**src/rtl/pc_pkg.sv**
```systemverilog
// pc_pkg: shared types and defaults for the IF-stage program-counter unit.
//   PC_XLEN              - address width the pending-redirect record is built for
//   DEFAULT_RESET_VECTOR - first fetch address after reset
//   DEFAULT_INC          - byte step per sequential fetch
//   pc_state_e           - BOOT (first cycle out of reset) / RUN
//   pend_redirect_t      - redirect captured while the front end is held
package pc_pkg;

  localparam int                  PC_XLEN              = 32;
  localparam logic [PC_XLEN-1:0]  DEFAULT_RESET_VECTOR = '0;
  localparam int                  DEFAULT_INC          = 4;

  typedef enum logic {
    BOOT = 1'b0,
    RUN  = 1'b1
  } pc_state_e;

  typedef struct packed {
    logic               valid;
    logic               is_trap;
    logic [PC_XLEN-1:0] addr;
  } pend_redirect_t;

endpackage

```
**src/rtl/pc_unit_if.sv**
```systemverilog
// pc_unit_if: hazard/EX/trap control into the PC unit and the fetch address
// plus status back out to the IF/ID stage.
//   master - the pipeline side: drives STALL, IMEM_READY, BRANCH_*, TRAP*,
//            receives PC, PC_PLUS4, FETCH_VALID, REDIRECTED, MISALIGN_ERR
//   slave  - the PC unit side (directions mirrored)
interface pc_unit_if #(
  parameter int XLEN = pc_pkg::PC_XLEN
);

  logic            STALL;
  logic            IMEM_READY;
  logic            BRANCH_TAKEN;
  logic [XLEN-1:0] BRANCH_TARGET;
  logic            TRAP;
  logic [XLEN-1:0] TRAP_VECTOR;
  logic [XLEN-1:0] PC;
  logic [XLEN-1:0] PC_PLUS4;
  logic            FETCH_VALID;
  logic            REDIRECTED;
  logic            MISALIGN_ERR;

  modport master (
    output STALL, IMEM_READY, BRANCH_TAKEN, BRANCH_TARGET, TRAP, TRAP_VECTOR,
    input  PC, PC_PLUS4, FETCH_VALID, REDIRECTED, MISALIGN_ERR
  );

  modport slave (
    input  STALL, IMEM_READY, BRANCH_TAKEN, BRANCH_TARGET, TRAP, TRAP_VECTOR,
    output PC, PC_PLUS4, FETCH_VALID, REDIRECTED, MISALIGN_ERR
  );

endinterface

```
**src/rtl/pc_pending_redirect.sv**
```systemverilog
// pc_pending_redirect: one-entry buffer for a redirect that arrives while
// the front end is held.
//   clk, rst      - clock, synchronous active-high reset (clears the entry)
//   en            - unit is in RUN; redirects seen in BOOT are ignored
//   hold          - STALL | ~IMEM_READY
//   trap, trap_vector, branch_taken, branch_target - redirect requests
//   pend_valid    - an entry is waiting to be applied
//   pend_addr     - its raw (unaligned) target address
// A trap replaces any entry; a branch replaces only a branch entry. The
// entry is dropped on the first un-held edge, whether it drains there or a
// newer redirect is applied directly on that edge.
module pc_pending_redirect
  import pc_pkg::*;
#(
  parameter int XLEN = PC_XLEN
) (
  input  logic            clk,
  input  logic            rst,
  input  logic            en,
  input  logic            hold,
  input  logic            trap,
  input  logic [XLEN-1:0] trap_vector,
  input  logic            branch_taken,
  input  logic [XLEN-1:0] branch_target,
  output logic            pend_valid,
  output logic [XLEN-1:0] pend_addr
);

  pend_redirect_t pend_q;

  always_ff @(posedge clk) begin
    if (rst) begin
      pend_q.valid   <= 1'b0;
      pend_q.is_trap <= 1'b0;
    end else if (en) begin
      if (hold) begin
        if (trap) begin
          pend_q.valid   <= 1'b1;
          pend_q.is_trap <= 1'b1;
          pend_q.addr    <= trap_vector;
        end else if (branch_taken && !(pend_q.valid && pend_q.is_trap)) begin
          pend_q.valid   <= 1'b1;
          pend_q.is_trap <= 1'b0;
          pend_q.addr    <= branch_target;
        end
      end else begin
        pend_q.valid   <= 1'b0;
        pend_q.is_trap <= 1'b0;
      end
    end
  end

  assign pend_valid = pend_q.valid;
  assign pend_addr  = pend_q.addr;

endmodule

```
**src/rtl/pc_unit.sv**
```systemverilog
// pc_unit: program counter for the IF stage.
//   CLOCK, RESET - clock, synchronous active-high reset
//   bus (slave)  - STALL/IMEM_READY hold, BRANCH_TAKEN/BRANCH_TARGET,
//                  TRAP/TRAP_VECTOR in; PC, PC_PLUS4 (combinational),
//                  FETCH_VALID, REDIRECTED, MISALIGN_ERR out
// Redirect priority per edge: trap, branch, buffered redirect, hold,
// sequential increment. A redirect seen under hold is parked in
// pc_pending_redirect and applied on the first un-held edge.
module pc_unit
  import pc_pkg::*;
#(
  parameter int              XLEN         = PC_XLEN,
  parameter logic [XLEN-1:0] RESET_VECTOR = DEFAULT_RESET_VECTOR,
  parameter int              INC          = DEFAULT_INC
) (
  input  logic      CLOCK,
  input  logic      RESET,
  pc_unit_if.slave  bus
);

  function automatic logic [XLEN-1:0] align_word(input logic [XLEN-1:0] a);
    return {a[XLEN-1:2], 2'b00};
  endfunction

  function automatic logic is_misaligned(input logic [XLEN-1:0] a);
    return |a[1:0];
  endfunction

  pc_state_e       state;
  logic [XLEN-1:0] pc_q;
  logic            fetch_valid_q;
  logic            redirected_q;
  logic            misalign_q;

  logic            hold;
  logic            redir_req;
  logic [XLEN-1:0] redir_tgt;
  logic            pend_valid;
  logic [XLEN-1:0] pend_addr;

  assign hold      = bus.STALL | ~bus.IMEM_READY;
  assign redir_req = bus.TRAP | bus.BRANCH_TAKEN;
  assign redir_tgt = bus.TRAP ? bus.TRAP_VECTOR : bus.BRANCH_TARGET;

  pc_pending_redirect #(
    .XLEN (XLEN)
  ) u_pending (
    .clk           (CLOCK),
    .rst           (RESET),
    .en            (state == RUN),
    .hold          (hold),
    .trap          (bus.TRAP),
    .trap_vector   (bus.TRAP_VECTOR),
    .branch_taken  (bus.BRANCH_TAKEN),
    .branch_target (bus.BRANCH_TARGET),
    .pend_valid    (pend_valid),
    .pend_addr     (pend_addr)
  );

  always_ff @(posedge CLOCK) begin
    if (RESET) begin
      state         <= BOOT;
      pc_q          <= RESET_VECTOR;
      fetch_valid_q <= 1'b0;
      redirected_q  <= 1'b0;
      misalign_q    <= 1'b0;
    end else begin
      // Flush and misalign flags are one-cycle pulses unless re-set below.
      redirected_q <= 1'b0;
      misalign_q   <= 1'b0;
      case (state)
        BOOT: begin
          // First fetch is RESET_VECTOR itself, so PC is left alone here.
          state         <= RUN;
          fetch_valid_q <= 1'b1;
        end
        RUN: begin
          if (redir_req && !hold) begin
            pc_q         <= align_word(redir_tgt);
            redirected_q <= 1'b1;
            misalign_q   <= is_misaligned(redir_tgt);
          end else if (pend_valid && !hold && !redir_req) begin
            pc_q         <= align_word(pend_addr);
            redirected_q <= 1'b1;
            misalign_q   <= is_misaligned(pend_addr);
          end else if (!hold) begin
            pc_q <= pc_q + XLEN'(INC);
          end
        end
        default: state <= BOOT;
      endcase
    end
  end

  assign bus.PC           = pc_q;
  assign bus.PC_PLUS4     = pc_q + XLEN'(INC);
  assign bus.FETCH_VALID  = fetch_valid_q;
  assign bus.REDIRECTED   = redirected_q;
  assign bus.MISALIGN_ERR = misalign_q;

endmodule
```
**src/flat_wrapper.sv**
```systemverilog
// flat-port wrapper written by rule: the top's interface ports become plain ports
module pc_unit_flat import pc_pkg::*;
#(
  parameter int              XLEN         = PC_XLEN,
  parameter logic [XLEN-1:0] RESET_VECTOR = DEFAULT_RESET_VECTOR,
  parameter int              INC          = DEFAULT_INC
)
  (CLOCK, RESET, bus_STALL, bus_IMEM_READY, bus_BRANCH_TAKEN, bus_BRANCH_TARGET, bus_TRAP, bus_TRAP_VECTOR, bus_PC, bus_PC_PLUS4, bus_FETCH_VALID, bus_REDIRECTED, bus_MISALIGN_ERR);
  pc_unit_if #(.XLEN(XLEN)) bus_i ();
  input  logic CLOCK;
  input  logic RESET;
  input wire logic [$bits(bus_i.STALL)-1:0] bus_STALL;
  input wire logic [$bits(bus_i.IMEM_READY)-1:0] bus_IMEM_READY;
  input wire logic [$bits(bus_i.BRANCH_TAKEN)-1:0] bus_BRANCH_TAKEN;
  input wire logic [$bits(bus_i.BRANCH_TARGET)-1:0] bus_BRANCH_TARGET;
  input wire logic [$bits(bus_i.TRAP)-1:0] bus_TRAP;
  input wire logic [$bits(bus_i.TRAP_VECTOR)-1:0] bus_TRAP_VECTOR;
  output wire logic [$bits(bus_i.PC)-1:0] bus_PC;
  output wire logic [$bits(bus_i.PC_PLUS4)-1:0] bus_PC_PLUS4;
  output wire logic [$bits(bus_i.FETCH_VALID)-1:0] bus_FETCH_VALID;
  output wire logic [$bits(bus_i.REDIRECTED)-1:0] bus_REDIRECTED;
  output wire logic [$bits(bus_i.MISALIGN_ERR)-1:0] bus_MISALIGN_ERR;
  assign bus_i.STALL = bus_STALL;
  assign bus_i.IMEM_READY = bus_IMEM_READY;
  assign bus_i.BRANCH_TAKEN = bus_BRANCH_TAKEN;
  assign bus_i.BRANCH_TARGET = bus_BRANCH_TARGET;
  assign bus_i.TRAP = bus_TRAP;
  assign bus_i.TRAP_VECTOR = bus_TRAP_VECTOR;
  assign bus_PC = bus_i.PC;
  assign bus_PC_PLUS4 = bus_i.PC_PLUS4;
  assign bus_FETCH_VALID = bus_i.FETCH_VALID;
  assign bus_REDIRECTED = bus_i.REDIRECTED;
  assign bus_MISALIGN_ERR = bus_i.MISALIGN_ERR;
  pc_unit #(.XLEN(XLEN), .RESET_VECTOR(RESET_VECTOR), .INC(INC)) u_core (.CLOCK(CLOCK), .RESET(RESET), .bus(bus_i));
endmodule
```
**config.mk**
```make
export PLATFORM = sky130hd
export DESIGN_NAME = pc_unit_flat
export DESIGN_NICKNAME = d
export VERILOG_FILES = /design/src/rtl/pc_pkg.sv /design/src/rtl/pc_unit_if.sv /design/src/rtl/pc_pending_redirect.sv /design/src/rtl/pc_unit.sv /design/src/flat_wrapper.sv
export SDC_FILE = /design/constraint.sdc
export NUM_CORES = 1
export LEC_CHECK = 0
export BUFFER_PORTS_ARGS = -buffer_cell sky130_fd_sc_hd__buf_2
export CORE_UTILIZATION = 51
export DETAILED_ROUTE_END_ITERATION = 8
export PLACE_DENSITY_LB_ADDON = 0.12
export SETUP_SLACK_MARGIN = 0.15
export SYNTH_ARGS = -nofsm -noshare
export SYNTH_HDL_FRONTEND = slang
export SYNTH_SLANG_ARGS = --single-unit
```
**constraint.sdc**
```tcl
create_clock -name CLOCK -period 5.93 [get_ports CLOCK]
set_clock_uncertainty 0.15 [all_clocks]
set_input_delay 0.2965 -clock CLOCK [delete_from_list [all_inputs] [get_ports CLOCK]]
set_output_delay 0.2965 -clock CLOCK [all_outputs]
set_load 0.02 [all_outputs]
```
==> reports/metrics.cfg, run 1 <==
[die]
rows=31
start_util_pct=54.0
die_x_um=90.6
chipHeight_um=90.6
ios=137
coreArea_um2=7410
die-area_um2=8200

[yosys]
ys_seq_area_share_pct=42.0
synth-xor-area-share_pct=5.88
syn_area_um2=4000
ys_ff_latch=68
synthCells=420
postSynthAreaPerCell_um2=9.53
synthMuxAreaShare_pct=11.5
synth_compound_area_share_pct=19.0
synthFlopType=dfxtp_1
synth_edf_count=32
synthMostInstantiatedCell=dfxtp_1
synth_cell_types=63
synth_top_area_share_pct=24.0
yosysTopAreaCell=edfxtp_1
netlist_top_cells_area=edfxtp_1 24%, dfxtp_1 18%, mux2_2 9.0%
synth_top_family_by_area=compound AO/OA/AOI/OAI gates
yosys.area_share.adder_pct=0.313
yosysWarnings=0
synthArstFlopShare_pct=0
yosys.area_share.simple_pct=16.9
synthTopCellsByCount=36 x dfxtp_1, 32 x edfxtp_1, 32 x mux2_2

[run]
drv_cap=0

[timing]
fin_crit_ps=3130
fmax_ghz=0.319
slew_violations=0
worstMarginPinSlew_ps=1250
grt_setup_unrepaired=no
tns_ps=0
slew_headroom_pct=16.2
setup_viol=0
hold_viol=0
fin_crit_sh_pct=52.8

[clock_network]
cts_root_buf=clkbuf_8
numCtsBuffers=9
ctsResizeCount=0
hold_buffers=0
cts_setup_buffers=0
clk_pin_slew_ps=70
htree_levels=3
insertion_delay_ps=350
cts_tree=done
cts_sinks=68
ctsLongestPathBuffers=2

[worst_setup_path]
worstSetupStartpoint=u_core.bus.PC[18]
r2r_start=u_core.bus.PC[18]
worst_setup_path_start_kind=flop
path_class=reg2out
arrival_ps=2690
crit_end=bus_PC_PLUS4[29]
timing.rr.end=u_core.bus.PC[29]
rr_worst_depth=5
cp.required_ps=5480
worst-path-max-fanout=9
r2r_setup_slack_ps=3130
cp-end-kind=output pin

[power]
p_leak_nw=2.09
p_seq_share_pct=50.6
switching_share_pct=29.5
totalPowerFinal_w=0.00107
power_frac_comb_pct=17.9
p_per_area_nw_per_um2=220
peakVddDrop_mv=0.124
p_sw_w=0.000315
clockPowerShare_pct=31.5
p_int_w=0.000753

[routing]
drt_iter0_markers=323
ant_nets=0
drt-pass1-iter-count=5
totalWireLength_um=11600
drc=0
drt-wirelength-per-cell_um=18.1
viasPerCell=6.10
vias=3921

[cells_and_area]
fin_cells=643
nNetsFinal=611
multiInputGateArea_um2=2160
fillers=660
drive_gt1_share_pct=35.3
syn2layout_area_growth_pct=21.4
insertedDiodeCount=0
seq_area_um2=1680

[global_route]
grtUsageMet3_pct=3.45
antenna_found_initial=0
grt-ovfl-total=0
grtUsageMet2_pct=45.6
grt_pass1_wl_um=18300
grt.busiest_layer=met2
gr-usage-met1_pct=39.1
grt_pass1_vias=3626
grt_max_degree=44
grtUsageTotal_pct=28.4

[place]
portBuffers=132
gp_congestion=0.858
hpwl_um=8290
dp_cells=628

[hold_path]
hp-class=in2reg

[status]
status=finished, final reports clean

cell type report:
cell class	count	share of cell area (%)
Clock buffer	12	2.99
Inverter	10	0.773
Multi-Input combinational cell	315	44.6
Timing Repair Buffer	136	14.2
Sequential cell	68	34.6
Tap cell	99	2.55
Clock inverter	3	0.309
cell families after synthesis:
logic type / Yosys count
fa+ha+maj: 1
compound gates: 111
flops: 68
xor+xnor: 26
buf+inv: 40
other cells: 1
simple gates: 131
mux: 42
worst max-delay path, cell delays in order, from the launching register on:
cell and delay [ps]:
dfxtp_1 520, nand3_1 270, nor4_1 800, nand4_1 330, xnor2_1 230, buf_2 190
power by group through the flow:
stage               combinational, W  sequential (W)  clock [W]
global placement            0.000184        0.000549          0
finish                      0.000191        0.000540   0.000336
global route                0.000205        0.000543   0.000356
CTS                         0.000189        0.000539   0.000336
floorplan                   0.000111        0.000557          0
detailed placement          0.000188        0.000550          0
layer usage:
metal / wire, um / vias up
met5: 0 / -
met4: 185 / 0
met3: 779 / 17
met2: 5510 / 197
met1: 5160 / 1891
li1: - / 1816
sequential cells by signal, indices dropped and copies added, names as in the netlist:
register                     flops
u_core.state                     1
u_core.bus.PC                   30
u_core.u_pending.pend_addr      32
u_core.u_pending.pend_valid      1
u_core.bus.REDIRECTED            1
u_core.bus.FETCH_VALID           1
u_core.bus.MISALIGN_ERR          1
u_core.u_pending.pend_q          1
how the worst min path moves through the flow:
| stage | from | to | slack, ps | depth (start not counted) |
|---|---|---|---|---|
| final | bus_TRAP_VECTOR[10] | u_core.u_pending.pend_addr[10] | 110 | 2 |
| after global routing | bus_BRANCH_TARGET[10] | u_core.u_pending.pend_addr[10] | 120 | 2 |
| after CTS | bus_BRANCH_TARGET[10] | u_core.u_pending.pend_addr[10] | 110 | 2 |
| after detailed placement | u_core.bus.FETCH_VALID | u_core.bus.FETCH_VALID | 300 | 2 |
| after global placement | u_core.bus.FETCH_VALID | u_core.bus.FETCH_VALID | 290 | 2 |
| after floorplan | u_core.u_pending.pend_q[32] | u_core.u_pending.pend_q[32] | 300 | 2 |
through the flow:
stage	cell area, um^2	setup WS, ps	hold slack [ps]	util, %
final	4860	2800	114	65.6
after global routing	4860	2630	122	65.6
after CTS	4860	2850	112	65.6
after detailed placement	4700	2740	296	63.4
after global placement	4700	2850	288	63.4
after floorplan	4010	1690	295	-
layout by cell type, fill, tap and decap left out, types with 4 or more instances in the layout:
cell type	n
a21oi_1	22
edfxtp_1	32
a221oi_1	4
a22o_1	4
xnor2_1	17
nand3_1	21
inv_1	10
o22ai_1	7
nand4_1	10
mux2i_1	10
nand2_1	27
dfxtp_1	36
mux2_2	32
nor4_1	4
clkbuf_8	10
o211a_1	5
a22oi_1	4
buf_2	132
nor3_1	11
xor2_1	8
o21ai_0	26
nor2_1	31
buf_4	4
a21o_1	5
conb_1	4
Power figures use the tool's default switching activity.
==> run 2: changes to the inputs <==
Clock period 5.93 ns to 2.89 ns, I/O delays scaled along.
==> reports/metrics.cfg, run 2 (synthesized netlist as in run 1, its figures left out) <==
[cells_and_area]
nNetsFinal=695
largest_register_ffs=32
insertedDiodeCount=0
multiInputGateArea_um2=2210
final_common_cell=buf_2
mostFrequentLayoutCells=131 x buf_2, 64 x dlygate4sd3_1, 32 x mux2_2, 32 x edfxtp_1, 30 x nor2_1
fillers=528
drive_gt1_share_pct=36.8
seq_area_um2=1700
syn2layout_area_growth_pct=43.8

[power]
power_frac_comb_pct=20.3
p_sw_w=0.000671
peakVddDrop_mv=0.313
p_seq_share_pct=45.2
switching_share_pct=27.4
p_per_area_nw_per_um2=426
p_leak_nw=2.49
clockPowerShare_pct=34.4
p_int_w=0.00178

[run]
drv_cap=0

[global_route]
grt_pass1_wl_um=20600
grtUsageTotal_pct=32.4
grt-ovfl-total=0
grt_pass1_vias=4053
grt_max_degree=29
antenna_found_initial=0

[hold_path]
worstHoldEndpoint=u_core.u_pending.pend_q[32]
whs_path_depth=4
hp-class=in2reg
hold_start=bus_IMEM_READY

[timing]
grt_setup_unrepaired=yes
slew_violations=0
fin_crit_ps=2700
fmax_ghz=0.370
slew_headroom_pct=53.2
worstMarginPinSlew_ps=700
setup_viol=0
hold_viol=0
fin_crit_sh_pct=93.5
hold_ws_ps=63.9
tns_ps=0

[routing]
ant_nets=0
drt_iter0_markers=333
drt-wirelength-per-cell_um=18.0
viasPerCell=5.80
totalWireLength_um=13100
drc=0
drt-pass1-iter-count=5
vias=4218

[clock_network]
ctsLongestPathBuffers=2
cts_sinks=68
cts_tree=done
insertion_delay_ps=360
clk_pin_slew_ps=70
cts_root_buf=clkbuf_8
numCtsBuffers=9
htree_levels=3

[worst_setup_path]
arrival_ps=2410
path_class=reg2out
timing.rr.end=u_core.bus.PC[30]
r2r_start=u_core.bus.PC[18]
rr_worst_depth=5
cp.required_ps=2600
worst_setup_path_start_kind=flop
r2r_setup_slack_ps=550
worst-path-max-fanout=9
cp-end-kind=output pin

[place]
hpwl_um=8580
portBuffers=132
gp_congestion=0.893

[die]
rows=31
chipHeight_um=90.6
ios=137
die_x_um=90.6
die-area_um2=8200
start_util_pct=54.0
coreArea_um2=7410

[status]
status=finished, final reports clean

[run 2: cell types whose count changed in the layout (fill, tap and decap cells not counted), sizes merged]
cell	before	now
buf	136	156
bufinv	0	2
clkinv	3	1
dlygate4sd3	0	64
[run 2: stage by stage]
stage	utilization (%)	instances	instance area (um^2)	setup WS (ps)	power, W
after floorplan	-	423	4020	202	0.00137
after global placement	65.0	643	4820	503	0.00152
after detailed placement	65.0	643	4820	455	0.00153
after CTS	76.4	722	5660	142	0.00244
after global routing	77.7	727	5760	114	0.00254
final	77.7	727	5760	187	0.00245
[run 2: metal layers]
| metal | part of all wire (%) | GRT usage, % |
|---|---|---|
| met2 | 48 | 54.3 |
| met5 | 0 | 0 |
| met1 | 42 | 41.2 |
| met3 | 7.3 | 5.89 |
| met4 | 2.3 | 12.6 |
[run 2: how the worst max path moves through the flow]
stage,cells after the start,slack [ps],start,end
floorplan,5,200,bus_TRAP,u_core.u_pending.pend_addr[0]
global placement,5,500,u_core.bus.PC[18],bus_PC_PLUS4[30]
detailed placement,5,450,u_core.bus.PC[18],u_core.bus.PC[30]
CTS,5,140,u_core.bus.PC[19],bus_PC_PLUS4[30]
global route,5,110,u_core.bus.PC[18],bus_PC_PLUS4[30]
finish,5,190,u_core.bus.PC[18],bus_PC_PLUS4[30]
[run 2: cell type report]
type | count | area share [%]
clock buffers | 12 | 2.35
multi-input cells | 315 | 38.4
repair buffers | 220 | 25.8
flip-flops and latches | 68 | 29.5
well taps | 99 | 2.15
inverters | 10 | 0.652
clock inverters | 3 | 1.11
[run 2: timing repair]
item / in CTS / in global routing
hold buffers: 64 / 0
hold endpoints to repair: 32 / 0
cloned: 0 / 0
endpoints found under the setup margin: 4 / 7
pin swaps: 0 / 3
gates resized for setup: 4 / 20
buffers inserted: 0 / 5
[run 2: power by group through the flow]
stage	Clock, W	Sequential [W]	Combinational, W
5_1_grt	0.000891	0.00112	0.000535
3_3_place_gp	0	0.00112	0.000398
2_1_floorplan	0	0.00114	0.000229
3_5_place_dp	0	0.00113	0.000403
6_report	0.000844	0.00111	0.000499
4_1_cts	0.000847	0.00110	0.000486
[run 2: worst max-delay path, stage by stage (launching register included)]
cell,delay (ps)
dfxtp_2,420
nand3_2,160
or4_4,610
or4_4,520
xnor2_2,160
buf_2,190
